File: src/rtl/multicycle_control.sv
// Main control FSM of the multi-cycle MIPS datapath: sequences fetch, decode, execute,
// memory and write-back one step per clock and drives the datapath mux/strobe controls.
module multicycle_control #(
  parameter logic [5:0] OP_RTYPE = 6'b000000,
  parameter logic [5:0] OP_LW    = 6'b100011,
  parameter logic [5:0] OP_SW    = 6'b101011,
  parameter logic [5:0] OP_BEQ   = 6'b000100,
  parameter logic [5:0] OP_ADDI  = 6'b001000,
  parameter logic [5:0] OP_J     = 6'b000010
) (
  input  logic       clk,
  input  logic       rst,
  input  logic [5:0] opcode,
  input  logic       mem_ready,
  output logic       pc_write,
  output logic       branch,
  output logic       i_or_d,
  output logic       mem_read,
  output logic       mem_write,
  output logic       ir_write,
  output logic       reg_dst,
  output logic       mem_to_reg,
  output logic       reg_write,
  output logic       alu_src_a,
  output logic [1:0] alu_src_b,
  output logic [1:0] alu_op,
  output logic [1:0] pc_src,
  output logic       instr_done,
  output logic       illegal_op,
  output logic [3:0] state
);

  typedef enum logic [3:0] {
    S_FETCH  = 4'd0,
    S_DECODE = 4'd1,
    S_MEMADR = 4'd2,
    S_MEMRD  = 4'd3,
    S_MEMWB  = 4'd4,
    S_MEMWR  = 4'd5,
    S_EXEC   = 4'd6,
    S_ALUWB  = 4'd7,
    S_BRANCH = 4'd8,
    S_ADDIEX = 4'd9,
    S_ADDIWB = 4'd10,
    S_JUMP   = 4'd11
  } state_t;

  state_t state_r;
  state_t next_state_s;

  assign state = state_r;

  // State register with synchronous active-low reset.
  always_ff @(posedge clk) begin
    if (!rst) begin
      state_r <= S_FETCH;
    end else begin
      state_r <= next_state_s;
    end
  end

  // Next-state and output decode; all controls held low while reset is asserted.
  always_comb begin
    next_state_s = state_r;
    pc_write     = 1'b0;
    branch       = 1'b0;
    i_or_d       = 1'b0;
    mem_read     = 1'b0;
    mem_write    = 1'b0;
    ir_write     = 1'b0;
    reg_dst      = 1'b0;
    mem_to_reg   = 1'b0;
    reg_write    = 1'b0;
    alu_src_a    = 1'b0;
    alu_src_b    = 2'b00;
    alu_op       = 2'b00;
    pc_src       = 2'b00;
    instr_done   = 1'b0;
    illegal_op   = 1'b0;
    if (rst) begin
      case (state_r)
        S_FETCH: begin
          mem_read  = 1'b1;
          alu_src_b = 2'b01;
          if (mem_ready) begin
            ir_write     = 1'b1;
            pc_write     = 1'b1;
            next_state_s = S_DECODE;
          end else begin
            next_state_s = S_FETCH;
          end
        end
        S_DECODE: begin
          // Branch target is precomputed here whatever the opcode turns out to be.
          alu_src_b = 2'b11;
          case (opcode)
            OP_LW, OP_SW: next_state_s = S_MEMADR;
            OP_RTYPE:     next_state_s = S_EXEC;
            OP_BEQ:       next_state_s = S_BRANCH;
            OP_ADDI:      next_state_s = S_ADDIEX;
            OP_J:         next_state_s = S_JUMP;
            default: begin
              illegal_op   = 1'b1;
              next_state_s = S_FETCH;
            end
          endcase
        end
        S_MEMADR: begin
          alu_src_a = 1'b1;
          alu_src_b = 2'b10;
          if (opcode == OP_LW) begin
            next_state_s = S_MEMRD;
          end else if (opcode == OP_SW) begin
            next_state_s = S_MEMWR;
          end else begin
            next_state_s = S_FETCH;
          end
        end
        S_MEMRD: begin
          i_or_d   = 1'b1;
          mem_read = 1'b1;
          if (mem_ready) begin
            next_state_s = S_MEMWB;
          end else begin
            next_state_s = S_MEMRD;
          end
        end
        S_MEMWB: begin
          mem_to_reg   = 1'b1;
          reg_write    = 1'b1;
          instr_done   = 1'b1;
          next_state_s = S_FETCH;
        end
        S_MEMWR: begin
          i_or_d    = 1'b1;
          mem_write = 1'b1;
          if (mem_ready) begin
            instr_done   = 1'b1;
            next_state_s = S_FETCH;
          end else begin
            next_state_s = S_MEMWR;
          end
        end
        S_EXEC: begin
          alu_src_a    = 1'b1;
          alu_op       = 2'b10;
          next_state_s = S_ALUWB;
        end
        S_ALUWB: begin
          reg_dst      = 1'b1;
          reg_write    = 1'b1;
          instr_done   = 1'b1;
          next_state_s = S_FETCH;
        end
        S_BRANCH: begin
          alu_src_a    = 1'b1;
          alu_op       = 2'b01;
          pc_src       = 2'b01;
          branch       = 1'b1;
          instr_done   = 1'b1;
          next_state_s = S_FETCH;
        end
        S_ADDIEX: begin
          alu_src_a    = 1'b1;
          alu_src_b    = 2'b10;
          next_state_s = S_ADDIWB;
        end
        S_ADDIWB: begin
          reg_write    = 1'b1;
          instr_done   = 1'b1;
          next_state_s = S_FETCH;
        end
        S_JUMP: begin
          pc_src       = 2'b10;
          pc_write     = 1'b1;
          instr_done   = 1'b1;
          next_state_s = S_FETCH;
        end
        default: next_state_s = S_FETCH;
      endcase
    end else begin
      next_state_s = S_FETCH;
    end
  end

endmodule
File: config.mk
export PLATFORM = sky130hd
export DESIGN_NAME = multicycle_control
export DESIGN_NICKNAME = d
export VERILOG_FILES = /design/src/rtl/multicycle_control.sv
export SDC_FILE = /design/constraint.sdc
export NUM_CORES = 1
export LEC_CHECK = 0
export ABC_AREA = 1
export CAP_MARGIN = 20
export CELL_PAD_IN_SITES_DETAIL_PLACEMENT = 0
export CELL_PAD_IN_SITES_GLOBAL_PLACEMENT = 1
export CORE_ASPECT_RATIO = 1.4
export CORE_UTILIZATION = 24
export CTS_CLUSTER_DIAMETER = 100
export CTS_CLUSTER_SIZE = 14
export DETAILED_ROUTE_END_ITERATION = 10
export PLACE_DENSITY = 0.76
export RECOVER_POWER = 25
export SYNTH_ARGS = -nofsm -noshare
export SYNTH_HDL_FRONTEND = slang
export SYNTH_SLANG_ARGS = --single-unit
File: constraint.sdc
create_clock -name clk -period 1.93 [get_ports clk]
set_clock_uncertainty 0.05 [all_clocks]
set_input_delay 0.579 -clock clk [delete_from_list [all_inputs] [get_ports clk]]
set_output_delay 0.579 -clock clk [all_outputs]
set_load 0.005 [all_outputs]
# Word-level counts from Yosys, hierarchy flattened

Index checks and enable logic that the tools add are counted.

Register bits: 4
Output and inout port bits: 22
Input port bits: 9

Reduce and logical (&&, ||, !) cells: 10
Equality and inequality tests: 16
Mux-type cells: 39

Operators by type and width:

| operator                                             | number |
|---|---|
| case mux 4 bit (7 select lines)                      | 1 |
| 2-to-1 mux 1 bit                                     | 25 |
| case mux 4 bit (5 select lines)                      | 1 |
| equality test 4 x 3 -> 1 bit (second input constant) | 4 |
| equality test 4 bit (second input constant)          | 4 |
| equality test 6 bit (second input constant)          | 2 |
| 2-to-1 mux 3 bit                                     | 4 |
| equality test 4 x 2 -> 1 bit (second input constant) | 2 |
| case mux 2 bit (2 select lines)                      | 2 |
| OR reduction 2 bit                                   | 4 |
| equality test 6 x 2 -> 1 bit (second input constant) | 1 |
| equality test 6 x 3 -> 1 bit (second input constant) | 1 |
| equality test 6 x 4 -> 1 bit (second input constant) | 1 |
| zero test 6 bit                                      | 1 |
| 2-to-1 mux 2 bit                                     | 3 |
| case mux 2 bit (3 select lines)                      | 1 |
| OR reduction 6 bit                                   | 1 |
| OR reduction 5 bit                                   | 1 |
| equality test 4 x 1 -> 1 bit (second input constant) | 1 |
| zero test 4 bit                                      | 1 |
| case mux 1 bit (2 select lines)                      | 2 |
| OR reduction 4 bit                                   | 1 |
| OR reduction 3 bit                                   | 1 |

# Depth between registers and ports, before layout

Word-level depth: 5
Mapped depth: 8
Gate-level depth less buffers: 8

# Worst setup path before layout

No wires, ideal clock.

Kind: input to output
Start point: in rst
End point: out alu_op[0]
Arrival: 1,238 ps
Cell stages on the path: 4
Buffers on the path: 2
Slack: 63 ps
Required time: 1,301 ps
Cells stage by stage: clkinv_1 buf_2 nor2_1 buf_4

Cells in the longest elaborated chain, start to end: 1

Ends and longest elaborated chain:

| item               | line | source |
|---|---|---|
| start: declaration | 12   | `input logic rst,` |
| 2-to-1 mux 2 bit   | 80   | `if (rst) begin` |
| end: declaration   | 26   | `output logic [1:0] alu_op,` |

No other way between the ends.

# Worst setup path after layout

Start point: reg state_r[3] (netlist: state[3])
End point: out alu_src_a

Cells in the longest elaborated chain, start to end: 4
Elaborated cells on any way between the ends: 7
Classes of those cells: eq/ne: 4; mux: 2; reduce/logical: 1

Ends and longest elaborated chain:

| item                                                 | line | source |
|---|---|---|
| start: declaration                                   | 48   | `state_t state_r;` |
| start signal: assignment                             | 58   | `state_r <= next_state_s;` |
| equality test 4 x 2 -> 1 bit (tied with other cells) | 81   | `case (state_r)` |
| OR reduction 4 bit (no line) (*)                     | --   |  |
| 2-to-1 mux 1 bit (*)                                 | 81   |  |
| 2-to-1 mux 1 bit (*)                                 | 80   |  |
| end: declaration                                     | 24   | `output logic alu_src_a,` |

Mark *: on every way between the ends. The rest lies on a longest branch, timed or not.

==> flow_summary_export.csv <==
group,metric,value,unit
die,core_region_area,2250,um^2
synthesis,yosysSeqAreaShare,0.135,
synthesis,netlist_area,592,um^2
power,clockPowerShare,0.307,
setup_path,r2r_slack,0.58,ns
setup_path,path_max_fanout,4,
sta,relSlewSlack,0.855,
synthesis,synthTopCellsByCount,"nand2_1 (24), nor2_1 (19), inv_1 (13), nand3_1 (11)",
power,cellPowerDensity,232,nW/um^2
die,row_count,20,
power,comb_power_share,0.437,
synthesis,syn-num-nets,117,
setup_path,start_kind,"flip-flop",
die,die_area,2670,um^2
global_routing,antenna_found_initial,0,
layout,drive_gt1_frac,0.674,
die,die_w,44.0,um
layout,largest_reg_flops,4,
setup_path,path_class,"reg -> out",
global_routing,grt_use_total,0.191,
global_routing,grtUsageMet3,0.0327,
job,drv_cap,0,
global_routing,grt_pass1_wl,3800,um
setup_path,slowest_stage,"dfxtp_4",
synthesis,synth-edff-count,0,
layout,n_antenna_cell,0,
layout,nets,204,
hold_path,hold_path.class,"reg -> reg",
routing,via_per_inst,4.71,
die,die_y,60.8,um
synthesis,yosys_register_bits,4,
routing,wl_per_cell,11.6,um
routing,finalWirelength,2480,um
clocking,cts_root_buf,"clkbuf_4",
setup_path,critPathMaxStageDelay,0.35,ns
clocking,numClockSinks,4,
synthesis,yosysMostFrequentCell,"nand2_1",
sta,hold_viol,0,
power,p_leak,0.758,nW
clocking,cts_buffer_depth,2,
global_routing,grt_overflow,0,
clocking,ctsHtreeMaxLevel,1,
setup_path,r2r-start,"state[1]$_SDFF_PN0_",
clocking,cts_tree,"built",
power,sequentialPowerShare,0.256,
global_routing,grt_max_degree,8,
outcome,violations,"DRC, setup timing",
global_routing,use_met1,0.180,
setup_path,crit_path_end_kind,"primary output",
synthesis,synthArstFlopShare,0,
clocking,clkLatencyLatePin,0.23,ns
sta,rsz0062_at_grt,"yes",
clocking,clkTransAtPathRegs,0.04,ns
outcome,status,"complete, but fails checks",
sta,max_freq,0.508,GHz
hold_path,min_to,"state[3]$_SDFF_PN0_",
setup_path,worstPathCellList,"buf_6 -> nor2_4 -> buf_4 -> nand2_2 -> a41oi_1 -> buf_2",
sta,hold_ws,0.669,ns
synthesis,yosysUniqueCellTypes,22,
global_routing,met2_usage,0.382,
power,switching_share,0.300,
routing,first_pass_iters,9,
routing,drtIter0Drc,16,
synthesis,synth_area_per_cell,5.48,um^2
routing,route.detailed.drc,3,
setup_path,cp_data_required_time,1.30,ns
synthesis,synth_top_cell_by_area,"nand2_1",
routing,via_count,1013,
placed_design,place_congestion,0.865,
setup_path,reg2reg_depth,7,
synthesis,ys.warnings.count,0,
placed_design,portBuffers,30,
die,ios,31,
sta,setup_violations,6,
sta,worst-slew-pin-transition,0.215,ns
hold_path,hold_depth,4,
setup_path,cp_data_arrival_time,1.34,ns
sta,layout_setup_ws,-0.0402,ns
sta,fin_crit,1.97,ns
layout,synthToLayoutAreaGrowth,139,%
power,peakVddDrop,0.254,mV
clocking,cts_buffers,3,
hold_path,min-delay-start,"state[2]$_SDFF_PN0_",
power,p_int,230,uW
synthesis,synth.top_cell.area_share,0.152,
synthesis,synthCells,108,
die,initial_core_util,0.263,
global_routing,grt_pass1_vias,987,
power,power.switching,98.3,uW
setup_path,r2r_end,"state[0]$_SDFF_PN0_",
sta,post-route-period-util,1.02,
sta,maxSlewViolCount,0,
routing,ant_nets,0,
global_routing,busiest_layer,"met2",
synthesis,ys.flop_type,"dfxtp_1",
synthesis,netlist_top_cells_area,"nand2_1 (15%), dfxtp_1 (14%), nor2_1 (12%)",
placed_design,place_ws,-0.846,ns
placed_design,dpl.hpwl,1540,um
cell type report:
type	instances	area [um^2]
Clock buffer	3	22.5
Fill cell	200	840
Inverter	19	80.1
Multi-Input combinational cell	82	531
Sequential cell	4	95.1
Tap cell	22	27.5
Timing Repair Buffer	85	657
logic make-up (layout without fill, tap and decap cells):
group | count (synthesis) | count (layout) | share of synthesized area
and+or+nand+nor | 74 | 74 | 0.626
buffers and inverters | 22 | 107 | 0.154
AOI/OAI and AO/OA | 8 | 8 | 0.0846
DFF | 4 | 4 | 0.135
power by group through the flow:
stage / logic (mW) / registers [mW] / clock network, mW
floorplan: 0.0393 / 0.0887 / 0
global placement: 0.104 / 0.0890 / 0
detailed placement: 0.104 / 0.0891 / 0
CTS: 0.129 / 0.0860 / 0.105
global route: 0.156 / 0.0841 / 0.113
finish: 0.143 / 0.0840 / 0.101
timing repair:
item	4_1_cts	5_1_grt
cloned	1	0
gates resized for setup	114	28
hold buffers	0	0
setup buffers	25	1
endpoints found under the setup margin	18	17
pin swaps	21	22
per-stage QoR:
stage | setup TNS (ns) | power, mW | utilization | area [um^2] | instances
finish | -0.137 | 0.328 | 0.627 | 1410 | 215
global route | -0.791 | 0.354 | 0.627 | 1410 | 215
CTS | -0.170 | 0.320 | 0.590 | 1330 | 215
detailed placement | -12.25 | 0.193 | 0.496 | 1120 | 186
global placement | -11.92 | 0.193 | 0.496 | 1120 | 186
floorplan | 0 | 0.128 | - | 592 | 108
layout by cell type, fill, tap and decap left out, types with 3 or more instances in the layout:
cell / count
buf_4: 50
nand2_1: 18
nor2_1: 15
buf_2: 15
nor2_4: 9
nand2_2: 9
inv_2: 8
inv_1: 7
nand3_1: 6
buf_6: 6
nand3_2: 5
a21oi_1: 4
clkdlybuf4s50_1: 4
dfxtp_4: 4
inv_4: 3
nor2_2: 3
clkbuf_4: 3
dlygate4sd2_1: 3
metal layers:
metal / vias up / wire (um) / part of all wire
met1: 456 / 837 / 0.34
met3: 12 / 88 / 0.035
met2: 37 / 1430 / 0.58
met5: - / 0 / 0
li1: 508 / - / -
met4: 0 / 126 / 0.051
worst max-delay path by stage:
stage,startpoint,endpoint,cells past startpoint,slack (ns)
after floorplan,rst,alu_op[0],4,0.06
after CTS,opcode[5],illegal_op,6,-0.08
after detailed placement,opcode[2],illegal_op,6,-0.85
after global routing,state[3]$_SDFF_PN0_,instr_done,9,-0.12
after global placement,opcode[2],illegal_op,6,-0.82
final,state[3]$_SDFF_PN0_,alu_src_a,6,-0.04
critical path: cells and delay by family (launching register included):
kind                   cells  cell delay (ns)
AO/OA/AOI/OAI              1             0.17
buffers and inverters      3             0.38
flip-flops                 1             0.35
AND/OR/NAND/NOR            2             0.21
Note: power is estimated with default switching activity, not from simulation.
